[config.mk]
export PLATFORM = sky130hd
export DESIGN_NAME = carry_select_adder
export DESIGN_NICKNAME = d
export VERILOG_FILES = /design/src/rtl/csla_pkg.sv /design/src/rtl/carry_select_adder_rca_block.sv /design/src/rtl/carry_select_adder.sv
export SDC_FILE = /design/constraint.sdc
export NUM_CORES = 1
export LEC_CHECK = 0
export BUFFER_PORTS_ARGS = -buffer_cell sky130_fd_sc_hd__buf_2
export CORE_AREA = 3 3 40 42
export CTS_CLUSTER_SIZE = 28
export DETAILED_ROUTE_END_ITERATION = 6
export DIE_AREA = 0 0 43 45
export PLACE_DENSITY = 0.52
export SLEW_MARGIN = 20
export SYNTH_ARGS = -nofsm -noshare
export SYNTH_HDL_FRONTEND = slang
export SYNTH_SLANG_ARGS = --single-unit
[constraint.sdc]
create_clock -name clk -period 1.1 [get_ports clk]
set_clock_uncertainty 0.05 [all_clocks]
set_input_delay 0.11 -clock clk [delete_from_list [all_inputs] [get_ports clk]]
set_output_delay 0.11 -clock clk [all_outputs]
set_load 0.01 [all_outputs]
[src/rtl/csla_pkg.sv]
// Shared constants and helpers for the carry-select adder.
// Default geometry: 4-bit operands in 2-bit blocks.
package csla_pkg;

    localparam int CSLA_WIDTH = 4;
    localparam int CSLA_BLK   = 2;

    // Number of carry-select blocks across the operand.
    function automatic int csla_nblk(input int width, input int blk);
        return width / blk;
    endfunction

endpackage

[src/rtl/carry_select_adder_rca_block.sv]
// BLK-bit ripple-carry adder built from full-adder equations.
// Used as block 0 and as each half of a carry-select pair.
module rca_block
    import csla_pkg::*;
#(
    parameter int BLK = CSLA_BLK
) (
    input  logic [BLK-1:0] a,
    input  logic [BLK-1:0] b,
    input  logic           ci,
    output logic [BLK-1:0] s,
    output logic           co
);

    logic [BLK:0] c;

    // Ripple the carry through one full adder per bit.
    always_comb begin
        c    = '0;
        s    = '0;
        c[0] = ci;
        for (int i = 0; i < BLK; i++) begin
            s[i]   = a[i] ^ b[i] ^ c[i];
            c[i+1] = (a[i] & b[i]) | (c[i] & (a[i] ^ b[i]));
        end
        co = c[BLK];
    end

endmodule

[src/rtl/carry_select_adder.sv]
// Registered carry-select adder: {cout, s} <= a + b + cin.
// Macro CSLA_INPUT_REG_EN adds an input register stage (latency 2).
module carry_select_adder
    import csla_pkg::*;
#(
    parameter int WIDTH = CSLA_WIDTH,
    parameter int BLK   = CSLA_BLK
) (
    input  logic             clk,
    input  logic             rst_n,
    input  logic             in_valid,
    input  logic [WIDTH-1:0] a,
    input  logic [WIDTH-1:0] b,
    input  logic             cin,
    output logic             out_valid,
    output logic [WIDTH-1:0] s,
    output logic             cout
);

    localparam int NBLK = csla_nblk(WIDTH, BLK);

    if ((WIDTH < 1) || (BLK < 1) || ((WIDTH % BLK) != 0)) begin : g_bad_geom
        $error("carry_select_adder: WIDTH must be a positive multiple of BLK");
    end

    logic [WIDTH-1:0] op_a;
    logic [WIDTH-1:0] op_b;
    logic             op_cin;
    logic             op_valid;

`ifdef CSLA_INPUT_REG_EN
    logic [WIDTH-1:0] a_q, a_d;
    logic [WIDTH-1:0] b_q, b_d;
    logic             cin_q, cin_d;
    logic             in_valid_q, in_valid_d;

    // Capture operands every cycle; the valid bit travels with them.
    always_comb begin
        a_d        = a;
        b_d        = b;
        cin_d      = cin;
        in_valid_d = in_valid;
    end

    // Input stage register, cleared on reset.
    always_ff @(posedge clk or negedge rst_n) begin
        if (!rst_n) begin
            a_q        <= '0;
            b_q        <= '0;
            cin_q      <= 1'b0;
            in_valid_q <= 1'b0;
        end else begin
            a_q        <= a_d;
            b_q        <= b_d;
            cin_q      <= cin_d;
            in_valid_q <= in_valid_d;
        end
    end

    assign op_a     = a_q;
    assign op_b     = b_q;
    assign op_cin   = cin_q;
    assign op_valid = in_valid_q;
`else
    assign op_a     = a;
    assign op_b     = b;
    assign op_cin   = cin;
    assign op_valid = in_valid;
`endif

    logic [NBLK-1:0][BLK-1:0] s0_blk;
    logic [NBLK-1:0][BLK-1:0] s1_blk;
    logic [NBLK-1:0]          c0_blk;
    logic [NBLK-1:0]          c1_blk;

    for (genvar k = 0; k < NBLK; k++) begin : g_blk
        if (k == 0) begin : g_rca0
            rca_block #(.BLK(BLK)) u_rca (
                .a  (op_a[0 +: BLK]),
                .b  (op_b[0 +: BLK]),
                .ci (op_cin),
                .s  (s0_blk[0]),
                .co (c0_blk[0])
            );
            // Block 0 already saw the real carry-in; both mux legs agree.
            assign s1_blk[0] = s0_blk[0];
            assign c1_blk[0] = c0_blk[0];
        end else begin : g_sel
            rca_block #(.BLK(BLK)) u_rca_c0 (
                .a  (op_a[k*BLK +: BLK]),
                .b  (op_b[k*BLK +: BLK]),
                .ci (1'b0),
                .s  (s0_blk[k]),
                .co (c0_blk[k])
            );
            rca_block #(.BLK(BLK)) u_rca_c1 (
                .a  (op_a[k*BLK +: BLK]),
                .b  (op_b[k*BLK +: BLK]),
                .ci (1'b1),
                .s  (s1_blk[k]),
                .co (c1_blk[k])
            );
        end
    end

    logic [NBLK:0]            carry;
    logic [NBLK-1:0][BLK-1:0] s_sel;
    logic [WIDTH-1:0]         s_c;
    logic                     cout_c;

    // Carry chain: each block's precomputed pair is picked by the carry below.
    always_comb begin
        carry    = '0;
        s_sel    = '0;
        carry[0] = op_cin;
        for (int k = 0; k < NBLK; k++) begin
            s_sel[k]   = carry[k] ? s1_blk[k] : s0_blk[k];
            carry[k+1] = carry[k] ? c1_blk[k] : c0_blk[k];
        end
    end

    assign s_c    = s_sel;
    assign cout_c = carry[NBLK];

    logic [WIDTH-1:0] s_q, s_d;
    logic             cout_q, cout_d;
    logic             valid_q, valid_d;

    // Load a new result only on valid; idle cycles hold it and block X.
    always_comb begin
        s_d     = s_q;
        cout_d  = cout_q;
        valid_d = op_valid;
        if (op_valid) begin
            s_d    = s_c;
            cout_d = cout_c;
        end
    end

    // Output result register.
    always_ff @(posedge clk or negedge rst_n) begin
        if (!rst_n) begin
            s_q     <= '0;
            cout_q  <= 1'b0;
            valid_q <= 1'b0;
        end else begin
            s_q     <= s_d;
            cout_q  <= cout_d;
            valid_q <= valid_d;
        end
    end

    assign s         = s_q;
    assign cout      = cout_q;
    assign out_valid = valid_q;

endmodule

Word level (Yosys, flattened, before mapping) --
Cells that the tools add are included.
Word-level totals: bits in registers 6, output and inout bits 6
Cells by class: bitwise logic cells 22, muxes and demuxes 2
Operators by type and width (number):
- $and A1 B1 Y1 | 8
- $xor A1 B1 Y1 | 8
- $or A1 B1 Y1 | 5
- $mux W2 | 1
- $mux W1 | 1
- $not A1 Y1 | 1

Logic depth before layout (Yosys ltp) --
Gate-level depths: netlist of run 1.
depth after elaboration 6, mapped depth 8

Cells and area by module --
Synthesis of run 1 repeated with hierarchy kept, for this count alone.
Unflattened totals: cells, all modules 50, area, all modules 465.4 um^2
Modules (own cells, without submodules):
- carry_select_adder | cells each 20, times used 1, seq. area each 150.1 um^2, area an instance 255.2 um^2
- rca_block | cells each 10, times used 3, seq. area each 0.0 um^2, area an instance 70.1 um^2

Least setup slack after synthesis of run 1 --
Ideal clock, no wire load.
path kind input-to-reg, start point input a[0], end point register s_q[3] (netlist: s[3]), data arrival time 1.511 ns, path buffers 0, setup time 0.079 ns, stages 7, data required time 0.971 ns, path slack -0.541 ns, cells stage by stage inv_1 -> fa_1 -> inv_1 -> fa_1 -> o21ai_0 -> fa_1 -> mux2i_1
Between the ends: longest elaborated chain between the ends 6, elaborated cells on any way between the ends 7
RTL lines:
- start: declaration | RTL line carry_select_adder.sv:12 | input logic [WIDTH-1:0] a,
- $xor A1 B1 Y1 | RTL line carry_select_adder_rca_block.sv:24 | c[i+1] = (a[i] & b[i]) | (c[i] & (a[i] ^ b[i]));
- $and A1 B1 Y1 | RTL line carry_select_adder_rca_block.sv:24
- $or A1 B1 Y1 * | RTL line carry_select_adder_rca_block.sv:24
- $and A1 B1 Y1 * | RTL line carry_select_adder_rca_block.sv:24
- $or A1 B1 Y1 * | RTL line carry_select_adder_rca_block.sv:24
- $mux W2 * | RTL line carry_select_adder.sv:117 | s_sel[k] = carry[k] ? s1_blk[k] : s0_blk[k];
- end signal: assignment | RTL line carry_select_adder.sv:143 | s_q <= '0;
- end signal: assignment | RTL line carry_select_adder.sv:147 | s_q <= s_d;
- end: declaration | RTL line carry_select_adder.sv:125 | logic [WIDTH-1:0] s_q, s_d;
Mark *: on every way between the ends. The rest lies on a longest branch, timed or not. A chain may end at the register's enable or synchronous reset.

Final worst setup path of run 1 --
Same ends and word-level chain as after synthesis.

==> impl_metrics.py, run 1 <==
metrics = {
    "detailed_routing": {
        "wire_per_inst_um": 9.32,
        "drt_iter0_markers": 1,
        "ant_nets": 0,
        "via_count": 281,
        "viasPerCell": 3.96,
        "routed_wl_um": 662,
        "dr.pass1.iters": 2,
        "remaining_drc_errors": 0,
    },
    "critical_path": {
        "cp_top_family": "adder cells",
        "slowest_stage": "fa_1",
        "endpoint_kind": "register",
        "cp_max_fo": 3,
        "arrival_ns": 1.52,
        "critical_path.startpoint": "a[0]",
        "timing.critical_path.cells": "buf_8 -> inv_12 -> fa_2 -> inv_2 -> fa_2 -> nand2_2 -> o21ai_2 -> fa_1 -> mux2i_1",
        "cpPeakStageDelay_ns": 0.48,
        "crit_buf_inv": 3,
        "start_kind": "input pin",
        "crit_type": "in -> reg",
        "path_common_cell": "fa_2",
        "cp_data_required_time_ns": 1.17,
        "r2r_start": "s[1]",
    },
    "clock_network": {
        "clock_latency_ns": 0.23,
        "cts_tree": "built",
        "cts-root-buf": "clkbuf_4",
        "clock_path_buffers": 2,
        "clk_pin_slew_ns": 0.05,
        "cts_sinks": 6,
        "h-tree-depth": 1,
        "numCtsBuffers": 3,
    },
    "pwr": {
        "power_uw": 714,
        "vdd_drop_max_v": 0.000412,
        "leakage_uw": 0.000320,
        "powerDensity_nw_per_um2": 1220,
    },
    "floorplan": {
        "initial_core_util_pct": 27.9,
        "fp.dieH_um": 45,
        "die_w_um": 43,
        "io_pins": 18,
        "rows": 13,
        "coreArea_um2": 1280,
        "die_area_um2": 1940,
    },
    "finish": {
        "layout-drive-gt1-share_pct": 60.7,
        "n_fill_cell": 133,
        "layoutNonFillerInstCount": 71,
        "area_growth_pct": 62.7,
        "nets": 75,
        "final_util_pct": 45.5,
        "num_antenna_cells": 0,
    },
    "placement": {
        "dp_cells": 64,
        "port_buffers": 17,
        "place.gp.congestion": 0.643,
        "hpwl_um": 513,
    },
    "job": {
        "maxCapViolCount": 0,
    },
    "global_route": {
        "grt_pass1_vias": 300,
        "grt_pass1_wl_um": 1210,
        "grt_max_degree": 8,
        "antenna_found_initial": 0,
        "grtUsageTotal_pct": 8.77,
        "overflow": 0,
    },
    "sta": {
        "relSlewSlack_pct": 88.6,
        "setup_viol": 4,
        "setup_slack_ns": -0.357,
        "rsz0062_at_grt": "yes",
        "hold-worst-slack_ns": 0.0460,
        "fin_crit_ns": 1.46,
        "worst_slew_pin_slew_ns": 0.171,
        "period_share_pct": 132,
        "max_freq_mhz": 687,
        "drv_slew": 0,
        "timing.final.hold_violations": 0,
    },
    "logic_synthesis": {
        "ys_seq_area_share_pct": 41.8,
        "yosys_warnings": 0,
        "syn_avg_cell_area_um2": 11.2,
        "ys_ff_latch": 6,
        "synth_top_area_share_pct": 41.8,
        "synth_nets": 49,
        "netlist_area_um2": 359,
        "synth_cell_types": 12,
        "synthesis.instances": 32,
        "yosysTopAreaCell": "dfrtp_1",
        "yosys-top-cells-area": "dfrtp_1, fa_1, inv_1",
    },
    "outcome": {
        "status": "finished with violations",
        "violations": "negative setup slack",
    },
    "worst_hold_path": {
        "hold_path.startpoint": "in_valid",
        "worstHoldPathType": "in -> reg",
    },
}
[registers in the layout, summed over array words and instances (netlist names)]
signal and flops:
cout 1, out_valid 1, s 4
[cells in the mapped netlist]
| master | number |
|---|---|
| mux2i_1 | 3 |
| mux2_4 | 1 |
| buf_6 | 1 |
| o21ai_0 | 1 |
| inv_1 | 11 |
| nor2_1 | 1 |
| a21oi_1 | 1 |
| xnor2_1 | 1 |
| fa_1 | 3 |
| nand2_1 | 1 |
| dfrtp_1 | 6 |
| ha_1 | 2 |
[final timing paths]
check | endpoint | slack [ns] | cells after the start
worst max-delay path | s[3] | -0.36 | 9
worst min-delay path | out_valid | 0.05 | 1
worst max register to register | s[1] | 0.30 | 1
worst min register to register | s[2] | 0.46 | 2
max in group asynchronous | s[0] | 0.68 | 2
min in group asynchronous | s[3] | 0.18 | 2
[final cells by class]
class	instances	area, µm²	area share [%]
clock buffer	3	22.5	3.85
inverter	11	58.8	10.1
multi-input combinational	14	175	30.0
sequential	6	150	25.7
tap	15	18.8	3.21
timing repair buffer	22	159	27.2
[where the power goes]
| group | switching, µW | leakage, µW | internal (µW) | total, µW |
|---|---|---|---|---|
| registers | 18.3 | 0.0000692 | 261 | 279 |
| clock network | 74.0 | 0.0000138 | 123 | 197 |
| logic | 105 | 0.000237 | 132 | 238 |
[per-stage QoR]
step	area, µm²	setup WS, ns	setup TNS, ns
global route	584	-0.427	-1.37
floorplan	385	-0.486	-1.19
global placement	485	-0.715	-2.18
detailed placement	485	-0.714	-2.21
finish	584	-0.357	-1.09
CTS	584	-0.358	-1.11
[kinds of logic after synthesis]
family	Yosys count	synth area share, %
buffers and inverters	12	14.6
flip-flops	6	41.8
adder cells (fa/ha/maj)	5	23.7
multiplexers	4	12.5
AO/OA/AOI/OAI	2	2.78
AND/OR/NAND/NOR	2	2.09
XOR/XNOR	1	2.44
[layout by cell type, fill, tap and decap left out, types with 2 or more instances in the layout]
master,count
inv_1,7
ha_1,2
fa_2,2
mux2i_1,3
dfrtp_1,6
clkbuf_4,3
inv_2,2
buf_6,5
buf_2,14
[per-layer routing]
layer	track usage, %	routed length, µm	up-vias
li1	-	-	142
met1	9.50	256	127
met2	13.8	336	10
met3	1.99	50	2
met4	9.04	19	0
met5	0	0	-
[what timing repair did]
| action | in CTS | in global routing |
|---|---|---|
| endpoints found under the setup margin | 4 | 4 |
| resized for setup | 11 | 1 |
| hold buffers | 1 | 0 |
| setup buffers | 3 | 1 |
| endpoints found under the hold margin | 6 | 0 |
| pin swaps | 4 | 2 |
Note: power is estimated with default switching activity, not from simulation.
==> run 2, diff against run 1 <==
--- a/config.mk
+++ b/config.mk
@@ -11,4 +11,5 @@
 export DETAILED_ROUTE_END_ITERATION = 6
 export DIE_AREA = 0 0 43 45
+export GPL_ROUTABILITY_DRIVEN = 0
 export PLACE_DENSITY = 0.52
 export SLEW_MARGIN = 20
==> constraint.sdc (replaced) <==
create_clock -name clk -period 1.8 [get_ports clk]
set_clock_uncertainty 0.05 [all_clocks]
set_input_delay 0.18 -clock clk [delete_from_list [all_inputs] [get_ports clk]]
set_output_delay 0.18 -clock clk [all_outputs]
set_load 0.05 [all_outputs]
==> impl_metrics.py, run 2 (same netlist as run 1, synthesis figures left out) <==
metrics = {
    "outcome": {
        "status": "finished clean",
    },
    "placement": {
        "dpl_worst_slack_ns": -0.0686,
        "postPlaceCellArea_um2": 459,
        "dp_cells": 64,
        "port_buffers": 17,
    },
    "finish": {
        "layout_commonest_cell": "buf_2",
        "layoutNonFillerInstCount": 68,
        "regArea_um2": 150,
        "multi_input_area_um2": 156,
        "largest_reg_flops": 4,
        "final_cell_mix": "buf_2, inv_1, dfrtp_1",
        "n_fill_cell": 133,
        "num_antenna_cells": 0,
        "nets": 72,
        "layout-drive-gt1-share_pct": 41.5,
        "area_growth_pct": 36.9,
        "final_area_um2": 492,
    },
    "detailed_routing": {
        "met3_length_um": 62,
        "drt_iter0_markers": 0,
        "routed_wl_um": 607,
        "via_count": 265,
        "wl_met2_um": 273,
        "dr.pass1.iters": 1,
        "wire_per_inst_um": 8.93,
        "remaining_drc_errors": 0,
        "m1WireLength_um": 228,
        "highest_layer": "met4",
        "ant_nets": 0,
        "viasPerCell": 3.90,
    },
    "sta": {
        "setup_slack_ns": 0.199,
        "fin_crit_ns": 1.60,
        "setup_viol": 0,
        "drv_slew": 0,
        "timing.final.hold_violations": 0,
        "rsz0062_at_grt": "no",
        "max_freq_mhz": 625,
        "period_share_pct": 88.9,
        "relSlewSlack_pct": 83.4,
        "worst_slew_pin_slew_ns": 0.251,
    },
    "critical_path": {
        "start_kind": "input pin",
        "cp_data_required_time_ns": 1.92,
        "endpoint_kind": "register",
        "r2r_cells": 1,
        "reg2reg_slack_ns": 1.00,
        "r2r_start": "s[1]",
        "timing.rr.end": "s[1]",
        "arrival_ns": 1.72,
        "cp_max_fo": 3,
        "crit_type": "in -> reg",
    },
    "clock_network": {
        "cts_resized": 0,
        "postCtsSetupRepairBufs": 0,
        "cts-root-buf": "clkbuf_4",
        "clk_pin_slew_ns": 0.04,
        "clock_path_buffers": 2,
        "clock_latency_ns": 0.24,
        "cts_tree": "built",
        "h-tree-depth": 1,
        "hold_buffers": 1,
        "cts_sinks": 6,
        "numCtsBuffers": 3,
    },
    "pwr": {
        "leakage_uw": 0.000289,
        "powerDensity_nw_per_um2": 975,
        "vdd_drop_max_v": 0.000319,
        "power_uw": 479,
    },
    "floorplan": {
        "initial_core_util_pct": 27.9,
        "rows": 13,
        "coreArea_um2": 1280,
        "io_pins": 18,
        "fp.dieH_um": 45,
        "die_area_um2": 1940,
        "die_w_um": 43,
    },
    "global_route": {
        "grt_pass1_wl_um": 1130,
        "grt_max_degree": 8,
        "grt_pass1_vias": 275,
        "antenna_found_initial": 0,
        "overflow": 0,
        "grtUsageTotal_pct": 8.76,
    },
    "job": {
        "maxCapViolCount": 0,
    },
    "worst_hold_path": {
        "worstHoldPathCells": 1,
        "worstHoldPathType": "in -> reg",
        "hold_end": "out_valid",
        "hold_path.startpoint": "in_valid",
    },
}
==> run 2: worst max path at each step <==
stage	start	to	slack, ns	cells past startpoint
after floorplan	a[0]	s[3]	0.09	7
after global placement	a[0]	s[3]	-0.05	8
after detailed placement	a[0]	s[3]	-0.07	8
after CTS	a[0]	s[3]	0.19	8
after global routing	a[0]	s[3]	0.03	8
final	a[0]	s[3]	0.20	8
==> run 2: power breakdown <==
group | total, µW | switching [µW] | leakage, µW | internal, µW
clock | 122 | 46.4 | 0.0000138 | 75.3
sequential | 170 | 11.0 | 0.0000692 | 159
combinational | 187 | 130 | 0.000206 | 57.7
total | 479 | 187 | 0.000289 | 292
==> run 2: critical path, stage by stage <==
cell and delay (ns):
buf_2 0.10, inv_1 0.07, fa_1 0.16, inv_1 0.05, fa_1 0.39, o21ai_0 0.21
fa_1 0.44, mux2i_1 0.13
==> run 2: layer usage <==
layer	global-route usage [%]	up-vias
li1	-	134
met3	2.39	4
met1	8.98	114
met2	11.4	13
met4	14.5	0
met5	0	-
==> run 2: layout make-up <==
class,instances,share of cell area (%)
timing repair buffer,19,20.9
multi-input combinational,14,31.8
clock buffer,3,4.58
sequential,6,30.5
tap,15,3.82
inverter,11,8.40
==> run 2: stage by stage <==
step	hold WS (ns)	utilization, %	TNS [ns]
after CTS	0.102	38.3	0
final	0.109	38.3	0
after global placement	-0.0420	35.7	-0.0455
after detailed placement	-0.0370	35.7	-0.0686
after global routing	0.105	38.3	0
after floorplan	-0.166	-	0
==> run 3, diff against run 2 <==
BUFFER_PORTS_ARGS = -buffer_cell sky130_fd_sc_hd__buf_4   (was -buffer_cell sky130_fd_sc_hd__buf_2)
==> impl_metrics.py, run 3 (same netlist as run 1, synthesis figures left out) <==
metrics = {
    "outcome": {
        "status": "finished clean",
    },
    "critical_path": {
        "cpPeakStageDelay_ns": 0.44,
        "path_common_cell": "fa_1",
        "crit_type": "in -> reg",
        "slowest_stage": "fa_1",
        "endpoint_kind": "register",
        "cp_data_required_time_ns": 1.92,
        "start_kind": "input pin",
        "cp_max_fo": 3,
        "timing.critical_path.cells": "buf_4 -> inv_1 -> fa_1 -> inv_1 -> fa_1 -> o21ai_0 -> fa_1 -> mux2i_1",
        "arrival_ns": 1.76,
    },
    "pwr": {
        "powerDensity_nw_per_um2": 944,
        "vdd_drop_max_v": 0.000387,
        "leakage_uw": 0.000299,
        "power_frac_comb_pct": 41.2,
        "switching_share_pct": 37.5,
        "pwr-share-clk_pct": 24.3,
        "internal_power_uw": 311,
        "switching_power_uw": 186,
        "seq_power_share_pct": 34.5,
    },
    "global_route": {
        "grt_pass1_wl_um": 979,
        "grtUsageTotal_pct": 8.02,
        "grt_max_degree": 8,
        "antenna_found_initial": 0,
        "grt_pass1_vias": 239,
        "overflow": 0,
    },
    "sta": {
        "drv_slew": 0,
        "worst_slew_pin_slew_ns": 0.204,
        "rsz0062_at_grt": "no",
        "setup_viol": 0,
        "tns_ns": 0,
        "relSlewSlack_pct": 86.3,
        "fin_crit_ns": 1.64,
        "timing.final.hold_violations": 0,
        "max_freq_mhz": 610,
        "period_share_pct": 91.1,
    },
    "clock_network": {
        "cts_sinks": 6,
        "cts-root-buf": "clkbuf_4",
        "numCtsBuffers": 3,
        "h-tree-depth": 1,
        "clk_pin_slew_ns": 0.04,
        "clock_latency_ns": 0.24,
        "cts_tree": "built",
        "clock_path_buffers": 2,
        "postCtsSetupRepairBufs": 0,
    },
    "worst_hold_path": {
        "worstHoldPathType": "in -> reg",
    },
    "detailed_routing": {
        "via_count": 253,
        "dr.pass1.iters": 1,
        "viasPerCell": 3.78,
        "ant_nets": 0,
        "remaining_drc_errors": 0,
        "wire_per_inst_um": 8.96,
        "drt_iter0_markers": 0,
        "routed_wl_um": 600,
    },
    "finish": {
        "layoutNonFillerInstCount": 67,
        "layout-drive-gt1-share_pct": 40.4,
        "regArea_um2": 150,
        "largest_reg_flops": 4,
        "n_fill_cell": 139,
        "final_cell_mix": "buf_4, inv_1, dfrtp_1",
        "area_growth_pct": 46.7,
        "num_antenna_cells": 0,
        "nets": 71,
        "multi_input_area_um2": 156,
        "layout_commonest_cell": "buf_4",
    },
    "job": {
        "maxCapViolCount": 0,
    },
    "placement": {
        "dp_cells": 63,
        "port_buffers": 17,
        "hpwl_um": 489,
    },
    "floorplan": {
        "fp.dieH_um": 45,
        "coreArea_um2": 1280,
        "die_area_um2": 1940,
        "rows": 13,
        "die_w_um": 43,
        "initial_core_util_pct": 27.9,
        "io_pins": 18,
    },
}
==> run 3: cell count changes in the layout (fill, tap and decap cells not counted), sizes merged <==
cell,before,now
buf,18,17
==> run 3: metrics by stage <==
step                cell area (µm²)  power (µW)  hold WS, ns  setup WS (ns)  utilization (%)
detailed placement              494         379      -0.0603         -0.101             38.5
floorplan                       359         310       -0.166         0.0894                -
global placement                494         379      -0.0593        -0.0627             38.5
global route                    527         533       0.0731         0.0535             41.0
CTS                             527         506       0.0757          0.152             41.0
finish                          527         497       0.0810          0.160             41.0
==> run 3: final timing paths <==
kind	slack, ns	start	cells after the start	endpoint
setup / recovery	0.16	a[0]	8	s[3]
max in group asynchronous	1.36	rst_n	2	s[2]
hold reg to reg	0.47	s[3]	2	s[3]
hold / removal	0.08	in_valid	1	out_valid
min in group asynchronous	0.23	rst_n	2	out_valid
setup reg to reg	0.99	s[1]	1	s[1]
==> run 3: power groups by stage <==
stage | combinational (µW) | sequential [µW] | clock, µW
finish | 205 | 172 | 121
global route | 218 | 176 | 138
floorplan | 50.7 | 259 | 0
CTS | 208 | 172 | 126
global placement | 206 | 174 | 0
detailed placement | 205 | 174 | 0
==> run 3: what timing repair did <==
item | 4_1_cts | 5_1_grt
gates resized for setup | 0 | 0
hold endpoints to repair | 6 | 0
hold buffers | 1 | 0
endpoints found under the setup margin | 0 | 0
==> run 3: layout make-up <==
cell class	count	share of cell area (%)
Sequential cell	6	28.5
Tap cell	15	3.56
Clock buffer	3	4.28
Inverter	11	7.84
Timing Repair Buffer	18	26.1
Multi-Input combinational cell	14	29.7
==> run 3: critical path, delay by kind of cell <==
family                     cells  cell delay, ns
adders and majority gates      3            1.00
AOI/OAI and AO/OA              1            0.22
buffers and inverters          3            0.22
muxes                          1            0.13
==> run 3: routing by layer <==
| layer | vias up | track usage, % | share of wire [%] |
|---|---|---|---|
| li1 | 132 | - | - |
| met1 | 106 | 8.02 | 39 |
| met2 | 13 | 9.88 | 46 |
| met3 | 2 | 4.78 | 11 |
| met4 | 0 | 10.8 | 4.5 |
| met5 | - | 0 | 0 |
